<file path="src/rtl/reg_file_mp.sv">
// Multi-port register file: NUM_RD registered read ports, NUM_WR write ports, reg 0 hardwired to zero.
// Define REG_FILE_MP_BYPASS_EN for write-first reads; the default build is read-first.

module reg_file_mp_rd_port #(
  parameter int WIDTH  = 32,
  parameter int ADDR_W = 5
) (
  input  logic              clk,
  input  logic              rst,
  input  logic              en,
  input  logic [ADDR_W-1:0] addr,
  input  logic [WIDTH-1:0]  word,
  output logic [WIDTH-1:0]  data
);
  always_ff @(posedge clk) begin
    if (rst)
      data <= '0;
    else if (en)
      data <= (addr == '0) ? '0 : word;
  end
endmodule

module reg_file_mp #(
  parameter int WIDTH  = 32,
  parameter int ADDR_W = 5,
  parameter int NUM_RD = 2,
  parameter int NUM_WR = 2
) (
  input  logic                     clk,
  input  logic                     rst,
  input  logic [NUM_WR-1:0]        wr_en,
  input  logic [NUM_WR*ADDR_W-1:0] wr_addr,
  input  logic [NUM_WR*WIDTH-1:0]  wr_data,
  input  logic [NUM_RD-1:0]        rd_en,
  input  logic [NUM_RD*ADDR_W-1:0] rd_addr,
  output logic [NUM_RD*WIDTH-1:0]  rd_data,
  output logic                     wr_collision
);
  localparam int DEPTH = 2**ADDR_W;

  logic [DEPTH-1:0][WIDTH-1:0] regs, regs_nxt, rd_src;

  // Post-write image; later ports overwrite earlier ones, so the highest index wins a collision.
  always_comb begin
    regs_nxt = regs;
    for (int k = 0; k < NUM_WR; k++)
      if (wr_en[k])
        regs_nxt[wr_addr[k*ADDR_W +: ADDR_W]] = wr_data[k*WIDTH +: WIDTH];
    regs_nxt[0] = '0;
  end

  always_ff @(posedge clk) begin
    if (rst)
      regs <= '0;
    else
      regs <= regs_nxt;
  end

`ifdef REG_FILE_MP_BYPASS_EN
  assign rd_src = regs_nxt;
`else
  assign rd_src = regs;
`endif

  generate
    if (NUM_WR > 1) begin : g_coll
      logic [ADDR_W-1:0] a0, a1;
      logic              coll_now;
      assign a0       = wr_addr[0 +: ADDR_W];
      assign a1       = wr_addr[ADDR_W +: ADDR_W];
      assign coll_now = wr_en[0] && wr_en[1] && (a0 == a1) && (a0 != '0);

      always_ff @(posedge clk) begin
        if (rst)
          wr_collision <= 1'b0;
        else if (coll_now)
          wr_collision <= 1'b1;
      end
    end else begin : g_no_coll
      assign wr_collision = 1'b0;
    end

    for (genvar j = 0; j < NUM_RD; j++) begin : g_rd
      reg_file_mp_rd_port #(.WIDTH(WIDTH), .ADDR_W(ADDR_W)) u_rd (
        .clk  (clk),
        .rst  (rst),
        .en   (rd_en[j]),
        .addr (rd_addr[j*ADDR_W +: ADDR_W]),
        .word (rd_src[rd_addr[j*ADDR_W +: ADDR_W]]),
        .data (rd_data[j*WIDTH +: WIDTH])
      );
    end
  endgenerate
endmodule

</file>
<file path="config.mk">
export PLATFORM = sky130hd
export DESIGN_NAME = reg_file_mp
export DESIGN_NICKNAME = d
export VERILOG_FILES = /design/src/rtl/reg_file_mp.sv
export SDC_FILE = /design/constraint.sdc
export NUM_CORES = 2
export LEC_CHECK = 0
export CAP_MARGIN = 10
export CELL_PAD_IN_SITES_DETAIL_PLACEMENT = 1
export CELL_PAD_IN_SITES_GLOBAL_PLACEMENT = 1
export CORE_ASPECT_RATIO = 1.25
export CORE_MARGIN = 2
export CORE_UTILIZATION = 30
export CTS_CLUSTER_SIZE = 10
export DETAILED_ROUTE_END_ITERATION = 7
export GPL_TIMING_DRIVEN = 0
export HOLD_SLACK_MARGIN = 0.12
export PLACE_DENSITY = 0.53
export SYNTH_ARGS = -nofsm -noshare
export SYNTH_HDL_FRONTEND = slang
export SYNTH_SLANG_ARGS = --single-unit
</file>
<file path="constraint.sdc">
create_clock -name clk -period 5.1 [get_ports clk]
set_clock_uncertainty 0.05 [all_clocks]
set_input_delay 1.53 -clock clk [delete_from_list [all_inputs] [get_ports clk]]
set_output_delay 1.53 -clock clk [all_outputs]
set_load 0.02 [all_outputs]
</file>
# Word level (Yosys, flattened, before mapping)
# Cells that the tools add are included.
[op_classes]
n_addsub = 0
n_mul = 0
div = 0
order_cmp = 6
eq_ne = 1
n_shift = 0
n_mux = 14
bitwise_logic = 0
reduce_logical = 8
[ops]
columns = ["operator", "count"]
rows = [
  ["bitwise mux 1024 bit", 2],
  ["two-way mux 1024 bit", 2],
  ["binary-select mux 32 bit (select 5 bit)", 2],
  ["demux 32 bit (select 5 bit)", 2],
  ["two-way mux 32 bit", 6],
  ["< comparator 5 x 6 -> 1 bit, second input constant", 4],
  [">= comparator 5 x 1 -> 1 bit, second input constant", 2],
  ["logical NOT 5 bit", 2],
  ["== test 5 bit", 1],
  ["logical AND 1 bit", 5],
  ["nonzero test 5 bit", 1],
]
[totals]
register_bits = 1089
latchBits = 0
mem_bits_rw = 0
romBits = 0
inputBits = 90
out_inout_bits = 65
wordCells = 64
mem_count = 0

# Logic depth before layout (Yosys ltp)
[logic_depth]
depth_word = 8
mapped_depth = 10
ltp_nobuf = 5

# By module
# A second synthesis with hierarchy kept.
[hier_totals]
cells_unflattened = 6847
hier_area_um2 = 63485.9
[by_module_without_submodules]
columns = ["mod", "instances", "cells_each", "area_each_um2"]
rows = [
  ["reg_file_mp", 1, 6555, 60478.0],
  ["reg_file_mp_rd_port", 2, 146, 1503.9],
]

# Least setup slack after synthesis
# Ideal clock, no wire load.
[synth_timing]
path_kind = "in2reg"
start = "input rd_addr[1]"
end = "register g_rd[0].u_rd.data[22]"
setup_time_ns = 0.122
arrival_time_ns = 3.307
t_required_ns = 4.928
setup_slack_ns = 1.621
cell_stages = 7
path_cell_list = "buf_4 buf_2 buf_1 mux4_2 mux2_2 a22o_1 a221o_1"
[synth_between]
elab_chain_cells = 3
[synth_lines]
columns = ["element", "line_no", "text"]
rows = [
  ["from (decl)", "35", "input logic [NUM_RD*ADDR_W-1:0] rd_addr,"],
  ["binary-select mux 32 bit (select 5 bit)", "89", ".word (rd_src[rd_addr[j*ADDR_W +: ADDR_W]]),"],
  ["two-way mux 32 bit (not written as such)", "89", ""],
  ["two-way mux 32 bit (*)", "19", "data <= (addr == '0) ? '0 : word;"],
  ["to (signal assigned)", "19", ""],
  ["to (decl)", "13", "output logic [WIDTH-1:0] data"],
]
# Every way passes the cells marked *; elsewhere a longest branch is shown, timed or not. The select of a mux whose other input is x is not followed.
# A chain may end at the register's enable or synchronous reset.

# Worst setup path in the final report
[layout_timing]
start = "input rd_addr[6]"
end = "register g_rd[1].u_rd.data[5]"
[layout_between]
elab_chain_cells = 3
[layout_lines]
columns = ["element", "line_no"]
rows = [
  ["binary-select mux 32 bit (select 5 bit)", "89"],
  ["two-way mux 32 bit (not written as such)", "89"],
  ["two-way mux 32 bit (*)", "19"],
  ["to (signal assigned)", "19"],
  ["to (decl)", "13"],
]
# Marked as above.

==> impl_metrics.yaml <==
timing:
  min_period_ns: 5.25
  fin_ws_ns: -0.153
  rsz0062_at_grt: "false"
  fmaxAchievable_ghz: 0.190
  maxSlewViolCount: 0
  finalCritPeriodShare: 1.03
  worstMarginPinSlew_ns: 1.48
  setup-violations-final: 20
  hold_violations: 0
  slew_headroom: 0.0127
  setup_tns_ns: -1.09
final_layout:
  fillers: 23518
  nets: 6765
  fin_area_mm2: 0.0719
  area_growth_pct: 15.1
  post-route-util: 0.347
  drive_gt1_frac: 0.139
synth:
  syn_avg_cell_area_um2: 9.79
  ys_seq_area_frac: 0.339
  netlist_instances: 6384
  ys_ff_latch: 1057
  synthFlopType: "dfxtp_1"
  ys_warn_count: 0
  ys_async_sr_fraction: 0
  syn_nets: 6474
  ys_types: 54
  synth-edff-count: 0
  synth_area_mm2: 0.0625
clocking:
  cts_sinks: 1057
  cts.htree.levels: 4
  clk_latency_ns: 0.83
  cts_setup_buffers: 0
  cts.path.max_buffers: 3
  root_buffer: "clkbuf_16"
  tritoncts: "yes"
  clk_pin_slew_ns: 0.06
  hold_buffers: 0
  cts_made_buffers: 135
  cts_resized: 1
floorplanning:
  start_util: 0.302
  num_io_pins: 155
  die-area_mm2: 0.212
  fp.dieH_um: 514
  core_area_mm2: 0.207
  die_x_um: 412
  rows: 187
critical_path:
  r2r_setup_slack_ns: 2.42
  crit_type: "in -> reg"
  worstPathMaxFanout: 10
  startpoint_type: "input port"
  crit_required_ns: 5.78
  cp-end-kind: "flop"
  cp.arrival_ns: 5.93
grt:
  grt_max_degree: 20
  grt_pass1_vias: 60775
  grt_usage: 0.361
  grt_pass1_wl_um: 525000
  overflow: 0
  antenna_found_initial: 21
power_and_ir_drop:
  p_leak_nw: 25.4
  sequentialPowerShare: 0.403
  finalPower_w: 0.0214
  p_switching_w: 0.00662
  power.share.clock: 0.457
  internal-power_w: 0.0147
  sw_frac_of_total: 0.310
  p_per_area_mw_per_mm2: 297
  combPwrFrac: 0.139
  ir_drop_uv: 337
drt:
  first_iter_violations: 6019
  vias: 59528
  vias_per_cell: 6.25
  wl_um: 394000
  wire_per_inst_um: 41.3
  drc: 0
  first_pass_iters: 6
  ant_nets: 0
hold_path:
  holdCritPathClass: "reg -> reg"
placed_design:
  gp_congestion: 1.01
  placed_area_mm2: 0.0676
  place.port_buffers: 140
  post-dp-hpwl_um: 319000
run:
  drv_cap: 0
status:
  status: "finished, violations left"
  violations: "negative setup slack"
==> synthesized netlist by cell type, drive strengths merged, types with 20 or more instances <==
library cell / number / area (um^2)
nor2b: 71 / 444
a21oi: 42 / 210
a221o: 24 / 240
mux2: 86 / 968
mux2i: 1018 / 10200
nor2: 1041 / 3930
nor3b: 24 / 180
nand2: 218 / 818
dfxtp: 1057 / 21200
clkbuf: 630 / 2370
nand2b: 20 / 125
inv: 29 / 109
a211oi: 915 / 6870
buf: 212 / 1220
a311oi: 147 / 1290
o21ai: 33 / 165
nand3: 135 / 676
mux4: 425 / 9570
nor3: 25 / 125
a22oi: 46 / 345
o22ai: 32 / 200
a221oi: 42 / 368
==> final timing paths <==
kind,from,endpoint,depth (start not counted)
setup / recovery,rd_addr[6],g_rd[1].u_rd.data[5]$_SDFFE_PP0P_,10
hold / removal,wr_collision$_SDFFE_PP0P_,wr_collision$_SDFFE_PP0P_,2
setup reg to reg,rd_src[107]$_SDFF_PP0_,g_rd[0].u_rd.data[11]$_SDFFE_PP0P_,5
hold reg to reg,wr_collision$_SDFFE_PP0P_,wr_collision$_SDFFE_PP0P_,2
==> state kept, by name (all words and copies together) (netlist names) <==
register        cells
g_rd.u_rd.data     64
rd_src            992
wr_collision        1
==> power groups by stage <==
stage          Sequential, W  Combinational, W  Clock [W]
2_1_floorplan        0.00873           0.00137          0
3_3_place_gp         0.00877           0.00282          0
3_5_place_dp         0.00878           0.00287          0
4_1_cts              0.00860           0.00287    0.00982
5_1_grt              0.00862           0.00297     0.0101
6_report             0.00861           0.00297    0.00977
==> cell families after synthesis <==
group	Yosys count	synth area share
AOI/OAI and AO/OA	1362	0.166
xor gates and xnor gates	4	0.000561
buffers and inverters	871	0.0591
DFF	1057	0.339
muxes	1529	0.332
and+or+nand+nor	1561	0.104
==> final cells by class <==
cell class	instances	area [um^2]	area share
diodes	22	55.1	0.000765
plain buffers	840	3620	0.0503
clock buffers	203	3980	0.0554
clock inverters	18	225	0.00313
inverters	29	109	0.00151
multi-input cells	4456	37700	0.524
flip-flops and latches	1057	21200	0.294
well taps	2740	3430	0.0477
repair buffers	156	1660	0.0231
==> worst max-delay path, stage by stage <==
cell	delay [ns]
clkdlybuf4s50_1	0.53
buf_2	0.28
buf_2	0.65
buf_2	0.70
buf_2	0.71
mux4_2	0.34
mux2i_1	0.07
o22ai_1	0.79
nor2_1	0.09
nor3_1	0.18
==> placed cells by master, fill, tap and decap left out, types with 22 or more instances in the layout <==
cell type,netlist,layout
nand3_1,135,135
clkbuf_1,629,645
a21oi_1,42,42
nor3b_1,24,24
mux2i_1,1018,1018
nor2b_1,71,71
clkbuf_16,0,141
dfxtp_1,1057,1057
a311oi_1,147,147
a221oi_1,42,42
buf_2,124,130
mux2_2,86,86
inv_1,28,28
clkbuf_8,0,22
buf_4,51,53
clkdlybuf4s50_1,0,140
nor3_1,25,24
a211oi_1,915,915
o22ai_1,32,30
mux4_2,425,425
a221o_1,24,24
o21ai_0,32,32
nor2_1,1033,1031
nand2_1,218,218
diode_2,0,22
a22oi_1,46,46
clkbuf_2,1,25
==> metrics by stage <==
step | std cells | setup WS (ns) | hold slack [ns]
after global routing | 9506 | 0.0503 | 0.480
after detailed placement | 9279 | -1.08 | 0.438
after global placement | 9264 | -1.71 | 0.435
after CTS | 9499 | 0.0238 | 0.455
final | 9521 | -0.153 | 0.448
after floorplan | 6384 | 1.62 | 0.415
==> metal layers <==
metal,vias up,wire [um],track usage
met5,-,8,0
met4,2,33000,0.258
met3,965,27600,0.0706
met2,2983,184000,0.593
met1,30889,149000,0.420
li1,24689,-,-
(Power assumes the default switching activity.)
